--- src/rtl/cache_fill_fsm.sv ---
// rtl/cache_fill_fsm.sv - cache miss fill controller: eight pipelined word reads then one tag write
module cache_fill_fsm #(
    parameter int WORDS_PER_BLOCK = 8,
    parameter int ADDR_WIDTH      = 16
) (
    input  logic                  clk,
    input  logic                  rst,
    input  logic                  miss_detected,
    input  logic [ADDR_WIDTH-1:0] miss_address,
    input  logic                  memory_data_valid,
    output logic                  fsm_busy,
    output logic                  write_data_array,
    output logic                  write_tag_array,
    output logic [ADDR_WIDTH-1:0] memory_address,
    output logic                  mem_read
);
    localparam int CNT_W = $clog2(WORDS_PER_BLOCK);
    localparam int OFF_W = CNT_W + 1;
    localparam logic [CNT_W-1:0] LAST = CNT_W'(WORDS_PER_BLOCK - 1);

    typedef enum logic [1:0] {IDLE, FILL, TAG} state_t;

    state_t                      state;
    logic [CNT_W-1:0]            req_cnt;
    logic [CNT_W-1:0]            rcv_cnt;
    logic [ADDR_WIDTH-1:OFF_W]   blk;

    // Byte/word offset bits of the miss are regenerated from the counters.
    logic unused_low;
    assign unused_low = &{1'b0, miss_address[OFF_W-1:0]};

    assign write_data_array = (state == FILL) && memory_data_valid;

    always_ff @(posedge clk) begin
        if (!rst) begin
            state           <= IDLE;
            req_cnt         <= '0;
            rcv_cnt         <= '0;
            blk             <= '0;
            fsm_busy        <= 1'b0;
            write_tag_array <= 1'b0;
            mem_read        <= 1'b0;
            memory_address  <= '0;
        end else begin
            case (state)
                IDLE: begin
                    write_tag_array <= 1'b0;
                    if (miss_detected) begin
                        blk            <= miss_address[ADDR_WIDTH-1:OFF_W];
                        req_cnt        <= '0;
                        rcv_cnt        <= '0;
                        state          <= FILL;
                        fsm_busy       <= 1'b1;
                        mem_read       <= 1'b1;
                        memory_address <= {miss_address[ADDR_WIDTH-1:OFF_W], {OFF_W{1'b0}}};
                    end else begin
                        fsm_busy       <= 1'b0;
                        mem_read       <= 1'b0;
                        memory_address <= {blk, {OFF_W{1'b0}}};
                    end
                end
                FILL: begin
                    // mem_read doubles as the "requests still to issue" flag.
                    if (mem_read) begin
                        req_cnt <= req_cnt + CNT_W'(1);
                        if (req_cnt == LAST) begin
                            mem_read <= 1'b0;
                        end else begin
                            memory_address <= {blk, req_cnt + CNT_W'(1), 1'b0};
                        end
                    end
                    if (memory_data_valid) begin
                        rcv_cnt <= rcv_cnt + CNT_W'(1);
                        if (rcv_cnt == LAST) begin
                            state           <= TAG;
                            write_tag_array <= 1'b1;
                            mem_read        <= 1'b0;
                        end
                    end
                end
                TAG: begin
                    state           <= IDLE;
                    write_tag_array <= 1'b0;
                    fsm_busy        <= 1'b0;
                    mem_read        <= 1'b0;
                    memory_address  <= {blk, {OFF_W{1'b0}}};
                end
                default: begin
                    state           <= IDLE;
                    fsm_busy        <= 1'b0;
                    write_tag_array <= 1'b0;
                    mem_read        <= 1'b0;
                end
            endcase
        end
    end
endmodule
--- config.mk ---
export PLATFORM = sky130hd
export DESIGN_NAME = cache_fill_fsm
export DESIGN_NICKNAME = d
export VERILOG_FILES = /design/src/rtl/cache_fill_fsm.sv
export SDC_FILE = /design/constraint.sdc
export NUM_CORES = 1
export LEC_CHECK = 0
export CAP_MARGIN = 20
export CORE_MARGIN = 2
export CORE_UTILIZATION = 46
export DETAILED_ROUTE_END_ITERATION = 10
export GPL_ROUTABILITY_DRIVEN = 0
export GPL_TIMING_DRIVEN = 0
export MAX_ROUTING_LAYER = met4
export PLACE_DENSITY = 0.74
export SLEW_MARGIN = 20
export SYNTH_ARGS = -nofsm -noshare
export SYNTH_HDL_FRONTEND = slang
export SYNTH_SLANG_ARGS = --single-unit
--- constraint.sdc ---
create_clock -name clk -period 2.7 [get_ports clk]
set_input_delay 0.54 -clock clk [delete_from_list [all_inputs] [get_ports clk]]
set_output_delay 0.54 -clock clk [all_outputs]
set_load 0.03 [all_outputs]
-- Word level (Yosys, flattened, before mapping)
Index checks and enable logic that the tools add are counted.
- bits in registers: 39
- output and inout port bits: 20
- eq/ne operators: 9
- muxes and demuxes: 20
- $add $sub $neg: 2
- reduce and logical (&&, ||, !) cells: 11
- operator list (cell ; count):
    16-bit two-way mux ; 3
    16-bit case mux with 3 select lines ; 1
    3-bit case mux with 2 select lines ; 2
    3-bit AND reduction ; 4
    3-bit two-way mux ; 3
    2-bit != test, second input constant ; 4
    3-bit by 1-bit adder with 3-bit output, second input constant ; 2
    3-bit == test, second input constant ; 2
    2-bit two-way mux ; 3
    2-bit AND reduction ; 3
    1-bit two-way mux ; 5
    1-bit case mux with 2 select lines ; 2
    2-bit case mux with 2 select lines ; 1
    3-bit nonzero test ; 1
    2-bit by 1-bit == test with 1-bit output, second input constant ; 1
    2-bit == test, second input constant ; 1
    2-bit zero test ; 1
    2-bit by 1-bit != test with 1-bit output, second input constant ; 1
    2-bit nonzero test ; 1
    1-bit logical AND ; 1

-- Depth between registers and ports, before layout
Gate-level depths: netlist of run 1.
- depth in word-level cells: 6
- mapped depth: 8

-- Least setup slack after synthesis of run 1
Ideal clock, no wire load.
- kind: flip-flop to output port
- start point: register state[1]
- end point: output write_data_array
- path slack: 0.963 ns
- stages on the path, launching flop included: 6
- arrival: 1.197 ns
- path buffers: 2
- cells stage by stage: dfxtp_1 inv_1 ha_1 buf_6 buf_2 and2_1
- word-level cells in the longest chain between the ends: 2
- ends and longest elaborated chain (item ; line ; text):
    from (decl) ; 23 ; state_t state;
    from (signal assigned) ; 36 ; state <= IDLE;
    from (signal assigned) ; 52 ; state <= FILL;
    from (signal assigned) ; 75 ; state <= TAG;
    2-bit by 1-bit == test with 1-bit output ; 32 ; assign write_data_array = (state == FILL) && memory_data_valid;
    1-bit logical AND ; 32 ;
    to (decl) ; 12 ; output logic write_data_array,
Every way passes these cells.

-- Final worst setup path of run 1
Ends and elaborated chain as after synthesis.

==> results of run 1 <==
-- flip-flops by register name, summed over array words and instances (netlist names) --
signal,count
fsm_busy,1
rcv_cnt,3
state,2
write_tag_array,1
req_cnt,3
memory_address,15
mem_read,1
blk,12
-- repair_timing --
| action | in CTS | in global routing |
|---|---|---|
| buffers inserted | 0 | 0 |
| gates resized for setup | 0 | 1 |
| setup endpoints to repair | 0 | 1 |
-- worst max-delay path by stage --
stage	startpoint	slack, ns	endpoint	cells after the start
floorplan	state[1]	0.96	write_data_array	5
global placement	memory_data_valid	0.20	write_data_array	3
detailed placement	memory_data_valid	0.21	write_data_array	3
CTS	state[1]	0.02	write_data_array	6
global route	state[1]	0.28	write_data_array	6
finish	state[1]	0.41	write_data_array	6
-- where the power goes --
part           switching (W)  internal, W  total (W)
clock network       0.000206     0.000272   0.000478
logic               0.000717     0.000535    0.00125
registers          0.0000813     0.000698   0.000779
-- cell families after synthesis --
kind of cell	Yosys count	share of synthesized area
other	1	0.002092
adders and majority gates	9	0.06281
AOI/OAI and AO/OA	53	0.2512
muxes	2	0.01117
DFF	38	0.4243
and+or+nand+nor	73	0.1961
buffers and inverters	16	0.05233
-- cells in the final DEF (no fill, tap or decap), drive strengths merged --
cell	instances
conb	1
clkdlybuf4s50	32
a221oi	12
nand2b	4
nor2b	5
nor3	1
nor2	15
inv	3
dfxtp	38
buf	8
bufinv	1
a21o	1
nand4b	1
nand3	3
o221a	1
a21oi	4
a211o	1
clkinv	2
o21ai	14
and2	4
and2b	1
clkbuf	10
a21boi	20
dlymetal6s2s	1
mux2i	2
nand4	3
nand2	36
ha	9
-- area by class of cell --
class / instances / share of cell area
multi-input combinational: 138 / 0.4089
sequential: 38 / 0.3315
timing repair buffer: 33 / 0.1450
buffer: 13 / 0.03599
clock buffer: 5 / 0.02999
tap: 48 / 0.02617
clock inverter: 3 / 0.01745
inverter: 3 / 0.004907
-- per-stage QoR --
stage | util | cell area (µm²) | cells | setup slack, ns
3_3_place_gp | 0.5875 | 2183 | 273 | 0.1977
2_1_floorplan | - | 1793 | 192 | 0.9627
5_1_grt | 0.6175 | 2295 | 281 | 0.2836
6_report | 0.6175 | 2295 | 281 | 0.4090
3_5_place_dp | 0.5875 | 2183 | 273 | 0.2060
4_1_cts | 0.6168 | 2292 | 281 | 0.01504
-- routing by layer --
| metal | vias up | track usage |
|---|---|---|
| met5 | - | - |
| met1 | 649 | 0.2405 |
| met3 | 6 | 0.03578 |
| met4 | 0 | 0.09184 |
| met2 | 38 | 0.3013 |
| li1 | 742 | - |
-- critical path, cell delays in order, from the launching register on --
cell and delay [ns]:
dfxtp_1 0.35, inv_1 0.11, ha_1 0.20, buf_6 0.15, buf_2 0.22, and2_1 0.14, dlymetal6s2s_1 0.28
==> reports/results.ini, run 1 <==
[status]
outcome=complete, no violations

[clock_network]
numCtsBuffers=5
cts_tree=built
clkTransAtPathRegs_ns=0.07
ctsHtreeMaxLevel=2
clock_sinks=38
insertion_delay_ns=0.30
clk_path_buf_depth=2
ctsHoldBuffers=0
clock-root-buffer=clkbuf_8

[placement]
dp_hpwl_um=2645
io_buffers=33

[min_path]
min_path_type=flip-flop to flip-flop
hp-start=memory_address[2]
hold_end=memory_address[2]
holdPathStages=2

[logic_synthesis]
synthFlopType=dfxtp_1
syn_nets=221
synth_top_cell_by_area=dfxtp_1
netlist_area_mm2=0.001793
synth_cells=192
synth_cell_types=32
synth_warnings=0
synth_edf_count=0
avgSynthCellArea_um2=9.338
synthArstFlopShare=0
yosysMostFrequentCell=dfxtp_1
post-synth-top-area-fraction=0.4243
synth_area_leaders=dfxtp_1 42%, a221oi_2 8.4%, a21boi_0 7.5%, nand2_1 7.5%, ha_1 6.3%
yosysSeqAreaShare=0.4243
ys_ff_latch=38
synth.top_cells.by_count=38 x dfxtp_1, 36 x nand2_1, 18 x a21boi_0, 15 x nor2_1, 13 x o21ai_0

[floorplanning]
io_pins=40
start_util=0.4825
core-area_mm2=0.003716
dieArea_mm2=0.004413
num_rows=22
die_w_um=66.43
die_h_um=66.43

[global_route]
grt_max_degree=13
antenna_found_initial=0
grt_overflow_total=0
grt_pass1_vias=1339
grt_util_all_layers=0.1928
grt_pass1_wl_um=6154

[setup_path]
reg2reg_depth=7
reg2reg_slack_ns=0.96
arrival_ns=1.75
worstReg2RegEnd=memory_address[12]
start_kind=flip-flop
cp-end-kind=output pin
path_class=flip-flop to output pin
r2r_start=state[0]
critPathMaxFanout=10
critPathRequiredTime_ns=2.16

[run]
cap_viol_max_count=0

[sta]
rsz0062_at_grt=false
fin_setup_tns_ns=0
fmax_mhz=436.5
hold_violations=0
hold_slack_ns=0.4632
min_period_ns=2.291
finalMaxSlewViolations=0
fin_worst_skew_ns=0.005147
setup_viol=0
fin_crit_sh=0.8485

[drt]
met1_length_um=1807
first_pass_iters=4
drcViolationCount=0
dr_wl_met2_um=1725
wl_met3_um=157
ant_nets=0
top_layer_used=met4
wl_um=3767
vias=1435
viasPerCell=5.107
drt_iter0_drc=87
avgRoutedWirePerCell_um=13.41

[finish]
final_nets=261
n_fill_cell=336
layout-area-overhead-vs-synth_pct=27.98
multi_input_area_um2=938.4
layout-drive-gt1-share=0.1459
antenna_cells=0
regArea_um2=760.7

[pwr]
ir_drop_uv=732.4
power_w=0.002508
power_density_mw_per_mm2=1093
leakage_nw=0.8924

Power figures use the tool's default switching activity.
==> inputs of run 2 (changes only) <==
Settings changed: CORE_UTILIZATION 46 to 45, PLACE_DENSITY 0.74 to 0.75.
Clock period 2.7 ns to 1.9 ns, I/O delays scaled along.
==> run 2 against run 1 <==
Effect of this change: clock skew fell by 0.00082 ns; combinational power rose by 45%; die area rose by 2.1%; hold slack improved by 0.0041 ns; register-to-register slack got worse by 0.82 ns; total power rose by 43%; sequential power rose by 41%; clock power rose by 41%; cell count did not move; first-iteration DRC count fell by 8.0%; flip-flop and latch count did not move.
==> reports/results.ini, run 2 (synthesis gave the netlist of run 1 again) <==
[run]
cap_viol_max_count=0  ; unchanged

[clock_network]
clock-root-buffer=clkbuf_8
cts_tree=built
insertion_delay_ns=0.29  ; about the same
clk_path_buf_depth=2  ; unchanged
clock_sinks=38  ; unchanged
ctsHtreeMaxLevel=2  ; unchanged
numCtsBuffers=5  ; unchanged
ctsHoldBuffers=0  ; unchanged
clkTransAtPathRegs_ns=0.07  ; about the same

[pwr]
switching_power_w=0.001443  ; +44%
intPower_w=0.002150  ; +43%
swShare=0.4016  ; +0.001151
seqPwrFrac=0.307  ; -0.004
ir_drop_uv=854.4  ; +17%
clockPowerShare=0.188  ; -0.002
leakage_nw=0.8805  ; -1.3%
pwr-share-comb=0.504  ; +0.005
power_density_mw_per_mm2=1561  ; +43%

[drt]
vias=1456  ; +1.5%
avgRoutedWirePerCell_um=13.36  ; -0.32%
drcViolationCount=0  ; unchanged
viasPerCell=5.181  ; +1.5%
wl_um=3755  ; -0.32%
ant_nets=0  ; unchanged
drt_iter0_drc=80  ; -8.0%
first_pass_iters=4  ; unchanged

[global_route]
grt_overflow_total=0  ; unchanged
met3_usage=0.05912  ; +0.02335
grt_pass1_wl_um=6375  ; +3.6%
busiest_layer=met2
use_met2=0.3069  ; +0.005681
antenna_found_initial=0  ; unchanged
use_met1=0.2456  ; +0.005093
grt_util_all_layers=0.1972  ; +0.004361
grt_pass1_vias=1353  ; +1.0%
grt_max_degree=19  ; +6

[finish]
reg.largest.list=memory_address x15, blk x12
n_fill_cell=354  ; +5.4%
final_cell_mix=37 x dfxtp_1, 36 x nand2_1, 32 x clkdlybuf4s50_1
antenna_cells=0  ; unchanged
largest_register_ffs=15  ; unchanged
design_area_mm2=0.002301  ; +0.27%
final_util=0.6146  ; -0.002869
final_nets=261  ; unchanged
layout-drive-gt1-share=0.1588  ; +0.01288
layout_commonest_cell=dfxtp_1
largest_register=memory_address
layout-area-overhead-vs-synth_pct=28.33

[sta]
fmax_mhz=560.1
fin_crit_sh=0.9397
rsz0062_at_grt=false
finalMaxSlewViolations=0  ; unchanged
fin_setup_tns_ns=0  ; unchanged
min_period_ns=1.785
setup_viol=0  ; unchanged
fin_worst_skew_ns=0.004323  ; -0.0008236 ns
hold_violations=0  ; unchanged

[setup_path]
cp_num_buf_inv=1  ; -3
crit_chain=clkdlybuf4s50_1
critPathRequiredTime_ns=1.52  ; -0.64 ns
slowest_delay_ns=0.70  ; +0.35 ns
critPathMaxFanout=3  ; -7
path_class=flip-flop to output pin
cp-end-kind=output pin
critPathTopFamily=buffers and inverters
arrival_ns=1.41  ; -0.34 ns
start_kind=flip-flop
crit_slowest_cell=clkdlybuf4s50_1

[placement]
io_buffers=33  ; unchanged
placed_cell_area_mm2=0.002183  ; unchanged
dp_hpwl_um=2679  ; +1.3%

[floorplanning]
die_h_um=67.12  ; +1.0%
start_util=0.4789  ; -0.003548
dieArea_mm2=0.004505  ; +2.1%
die_w_um=67.12  ; +1.0%
num_rows=22  ; unchanged
io_pins=40  ; unchanged
core-area_mm2=0.003744  ; +0.74%

[status]
outcome=complete, no violations

[min_path]
min_path_type=flip-flop to flip-flop

-- run 2: cell type report --
cell class	instances	area (µm²)	area share
buffer	12	77.57	0.03371
clock buffer	5	68.82	0.02991
clock inverter	3	40.04	0.01740
inverter	3	11.26	0.004894
multi-input combinational	138	948.4	0.4122
sequential	38	762.0	0.3312
tap	48	60.06	0.02610
timing repair buffer	34	332.8	0.1446
-- run 2: final timing paths --
check                 endpoint         startpoint  cells past startpoint  slack (ns)
min          memory_address[3]  memory_address[3]                      2        0.47
max                   mem_read           mem_read                      1        0.11
min reg2reg  memory_address[3]  memory_address[3]                      2        0.47
max reg2reg  memory_address[9]           state[1]                      9        0.14
-- run 2: metrics by stage --
stage / power (W) / setup WS [ns] / hold WS (ns) / std cells
after global routing: 0.003834 / 0.01694 / 0.4868 / 281
after floorplan: 0.002396 / 0.3201 / 0.4433 / 192
after detailed placement: 0.002914 / -0.3037 / 0.4536 / 273
after CTS: 0.003605 / 0.05141 / 0.4688 / 281
after global placement: 0.002893 / -0.2670 / 0.4511 / 273
final: 0.003592 / 0.1146 / 0.4673 / 281
-- run 2: repair_timing --
| item | in CTS | in global routing |
|---|---|---|
| setup buffers | 1 | 0 |
| gates resized for setup | 4 | 4 |
| setup endpoints to repair | 1 | 9 |
-- run 2: per-layer routing --
metal,up-vias,share of wire
met1,684,0.50
met5,-,0
met2,28,0.45
met4,0,0.0077
li1,742,-
met3,2,0.044
-- run 2: power by group through the flow --
stage / registers (W) / logic (W) / clock network (W)
floorplan: 0.00135 / 0.00105 / 0
global placement: 0.00112 / 0.00177 / 0
detailed placement: 0.00112 / 0.00179 / 0
CTS: 0.00111 / 0.00180 / 0.000700
global route: 0.00113 / 0.00197 / 0.000738
finish: 0.00110 / 0.00181 / 0.000676
==> inputs of run 3 (changes only) <==
Settings changed: CAP_MARGIN 20 to default, GPL_ROUTABILITY_DRIVEN 0 to 1.
==> results of run 3 <==
The final DEF is identical to that of run 2; final timing and power are the same.
==> RTL edit, RTL diff (config.mk and constraints of run 1) <==
The parameter `ADDR_WIDTH` goes from 16 to 15.
--- a/src/rtl/cache_fill_fsm.sv
+++ b/src/rtl/cache_fill_fsm.sv
@@ -1,7 +1,7 @@
 // rtl/cache_fill_fsm.sv - cache miss fill controller: eight pipelined word reads then one tag write
 module cache_fill_fsm #(
     parameter int WORDS_PER_BLOCK = 8,
-    parameter int ADDR_WIDTH      = 16
+    parameter int ADDR_WIDTH      = 15
 ) (
     input  logic                  clk,
     input  logic                  rst,
Ports: changed (resized memory_address and miss_address); port bits go from 40 to 38. The function was not compared with the original's and may differ.
==> RTL edit against run 1 <==
Final cell count shrank 5.0%; sequential cell count shrank 2; wire length shrank 5.8%; fmax shrank 10%; non-clock buffer count shrank 3; cell area shrank 8.6%; largest cell class unchanged; combinational power shrank 18%; total power shrank 13%; die area shrank 8.7%; area after synthesis shrank 9.2%; sequential power shrank 6.0%; setup slack lost 260 ps.
==> RTL edit: results (changes against run 1) <==
set qor(firstDrtPassIters) 4 ;# unchanged
set qor(crit_family) {buffers and inverters}
set qor(grt_start_max_net_pins) 20 ;# +7
set qor(cp_slowest_cell) {sky130_fd_sc_hd__clkdlybuf4s50_1}
set qor(hold_class) {register to register}
set qor(ir_worst_vdd_v) 0.0004902 ;# -33%
set qor(grt_pass1_wl_um) 6403 ;# +4.0%
set qor(power.static_leakage_nw) 0.8011 ;# -10%
set qor(min_from) {req_cnt[1]$_SDFFE_PN0P_}
set qor(grt_usage_pct) 20.86 ;# +1.6 points
set qor(num-nets-final) 248 ;# -5.0%
set qor(post_synth_num_cell_types) 31 ;# -3.1%
set qor(clock_network_latency_to_the_later_pin_of_the_worst_skew_pair_ps) 350 ;# +50 ps
set qor(max_cap_viol_count) 0 ;# unchanged
set qor(htree_num_levels) 2 ;# unchanged
set qor(avgViaCountPerCell) 5.157 ;# +0.99%
set qor(max_stage_delay_ps) 660 ;# +310 ps
set qor(place.detailed.hpwl_um) 2601 ;# -1.7%
set qor(r2r_slack_ps) 920 ;# -40 ps
set qor(grt_pass1_vias) 1422 ;# +6.2%
set qor(clock_skew_ps) 12.64 ;# +7.494 ps
set qor(hold_path_stages) 2 ;# unchanged
set qor(reg.largest.list) {memory_address: 14 flops, blk: 11 flops}
set qor(drive_above_1_share_pct) 10.86 ;# -3.7 points
set qor(grt_antenna_before_repair) 0 ;# unchanged
set qor(timing.rr.end) {memory_address[9]$_SDFFE_PN0P_}
set qor(placement.io_buffers) 32 ;# -3.0%
set qor(drt-initial-drc-count) 45 ;# -48%
set qor(ys_top_cells_by_area) {sky130_fd_sc_hd__dfxtp_1, sky130_fd_sc_hd__a21boi_0, sky130_fd_sc_hd__nand2_1}
set qor(synth_seq_area_share_pct) 44.27 ;# +1.8 points
set qor(ctsResizeCount) 0 ;# unchanged
set qor(synth_fp_nets) 210 ;# -5.0%
set qor(numCtsBuffers) 5 ;# unchanged
set qor(rr_worst_depth) 7 ;# unchanged
set qor(cp_max_fo) 19 ;# +9
set qor(clk_transition_reported_paths_ps) 110 ;# +40 ps
set qor(post-cts-setup-buffer-count) 0 ;# unchanged
set qor(antennaDiodeCount) 0 ;# unchanged
set qor(rr_startpoint) {state[0]$_SDFFE_PN0P_}
set qor(async_reset_ff_share_pct) 0 ;# unchanged
set qor(yosysWarnings) 0 ;# unchanged
set qor(post_synth_most_frequent_cells) {sky130_fd_sc_hd__dfxtp_1, sky130_fd_sc_hd__nand2_1, sky130_fd_sc_hd__a21boi_0, sky130_fd_sc_hd__nor2_1, sky130_fd_sc_hd__o21ai_0}
set qor(cts-root-to-sink-buffers) 2 ;# unchanged
set qor(crit_arrival_ps) 2010 ;# +260 ps
set qor(timing.hold.worst_endpoint) {req_cnt[1]$_SDFFE_PN0P_}
set qor(status) {finished, final reports clean}
set qor(power.switching_uw) 872.0 ;# -13%
set qor(cts.root.buffer_cell) {sky130_fd_sc_hd__clkbuf_4}
set qor(post_drt_wl_per_cell_um) 13.28 ;# -0.90%
[RTL edit: cell types whose count changed after synthesis, sizes merged, moves of 2 or more]
cell / delta
nor2b: -2
dfxtp: -2
buf: -2
nor2: -2
nand2b: -3
nand4: +3
or3: +2
nand3: -3
[RTL edit: logic make-up (layout without fill, tap and decap cells)]
logic type	after synthesis	count (layout)	share of synthesized area (%)
AOI/OAI and AO/OA	52	52	23.60
adders and majority gates	9	9	6.918
buffers and inverters	15	54	4.688
DFF	36	36	44.27
muxes	2	2	1.537
other	1	1	0.2304
and+or+nand+nor	67	67	18.76
[RTL edit: worst max-delay path by stage]
stage | from | end | slack, ps | depth (start not counted)
2_1_floorplan | state[1]$_SDFFE_PN0P_ | write_data_array | 890 | 5
3_3_place_gp | memory_data_valid | write_data_array | 220 | 3
3_5_place_dp | state[1]$_SDFFE_PN0P_ | write_data_array | 190 | 6
4_1_cts | state[1]$_SDFFE_PN0P_ | write_data_array | 150 | 5
5_1_grt | state[1]$_SDFFE_PN0P_ | write_data_array | 50 | 5
6_report | state[1]$_SDFFE_PN0P_ | write_data_array | 150 | 5
[RTL edit: power by group through the flow]
stage / clock (mW) / combinational, mW / sequential [mW]
final: 0.431 / 1.03 / 0.732
after global routing: 0.458 / 1.14 / 0.749
after CTS: 0.436 / 1.03 / 0.731
after detailed placement: 0 / 1.03 / 0.742
after global placement: 0 / 1.02 / 0.735
after floorplan: 0 / 0.566 / 0.882
[RTL edit: layout make-up]
| class | instances | area (sq um) |
|---|---|---|
| inverters | 3 | 11.26 |
| flip-flops and latches | 36 | 720.7 |
| well taps | 46 | 57.56 |
| repair buffers | 32 | 320.3 |
| clock buffers | 7 | 65.06 |
| clock inverters | 1 | 30.03 |
| plain buffers | 11 | 61.31 |
| multi-input cells | 131 | 830.8 |
| fillers | 325 | 1266 |
[RTL edit: metrics by stage]
| stage | cells | instance area, sq um | setup slack [ps] | util (%) | hold WS (ps) |
|---|---|---|---|---|---|
| after floorplan | 182 | 1628 | 885.1 | - | 443.2 |
| after global placement | 260 | 2006 | 219.9 | 59.64 | 450.5 |
| after detailed placement | 260 | 2006 | 185.6 | 59.64 | 459.8 |
| after CTS | 267 | 2097 | 149.8 | 62.35 | 475.9 |
| after global routing | 267 | 2097 | 45.70 | 62.35 | 497.6 |
| final | 267 | 2097 | 153.4 | 62.35 | 472.3 |
[RTL edit: worst register-to-register path: cells and delay by family (launching register included)]
family	cells	cell delay (ps)
AOI/OAI and AO/OA	2	330
adders and majority gates	1	370
buffers and inverters	2	300
DFF	1	400
and+or+nand+nor	2	250
[RTL edit: routing by layer]
layer / wire length (um) / track usage, % / part of all wire [%]
met3: 157 / 5.179 / 4.4
met5: 0 / - / 0
met2: 1640 / 31.58 / 46
met4: 58 / 8.424 / 1.6
met1: 1691 / 26.67 / 48
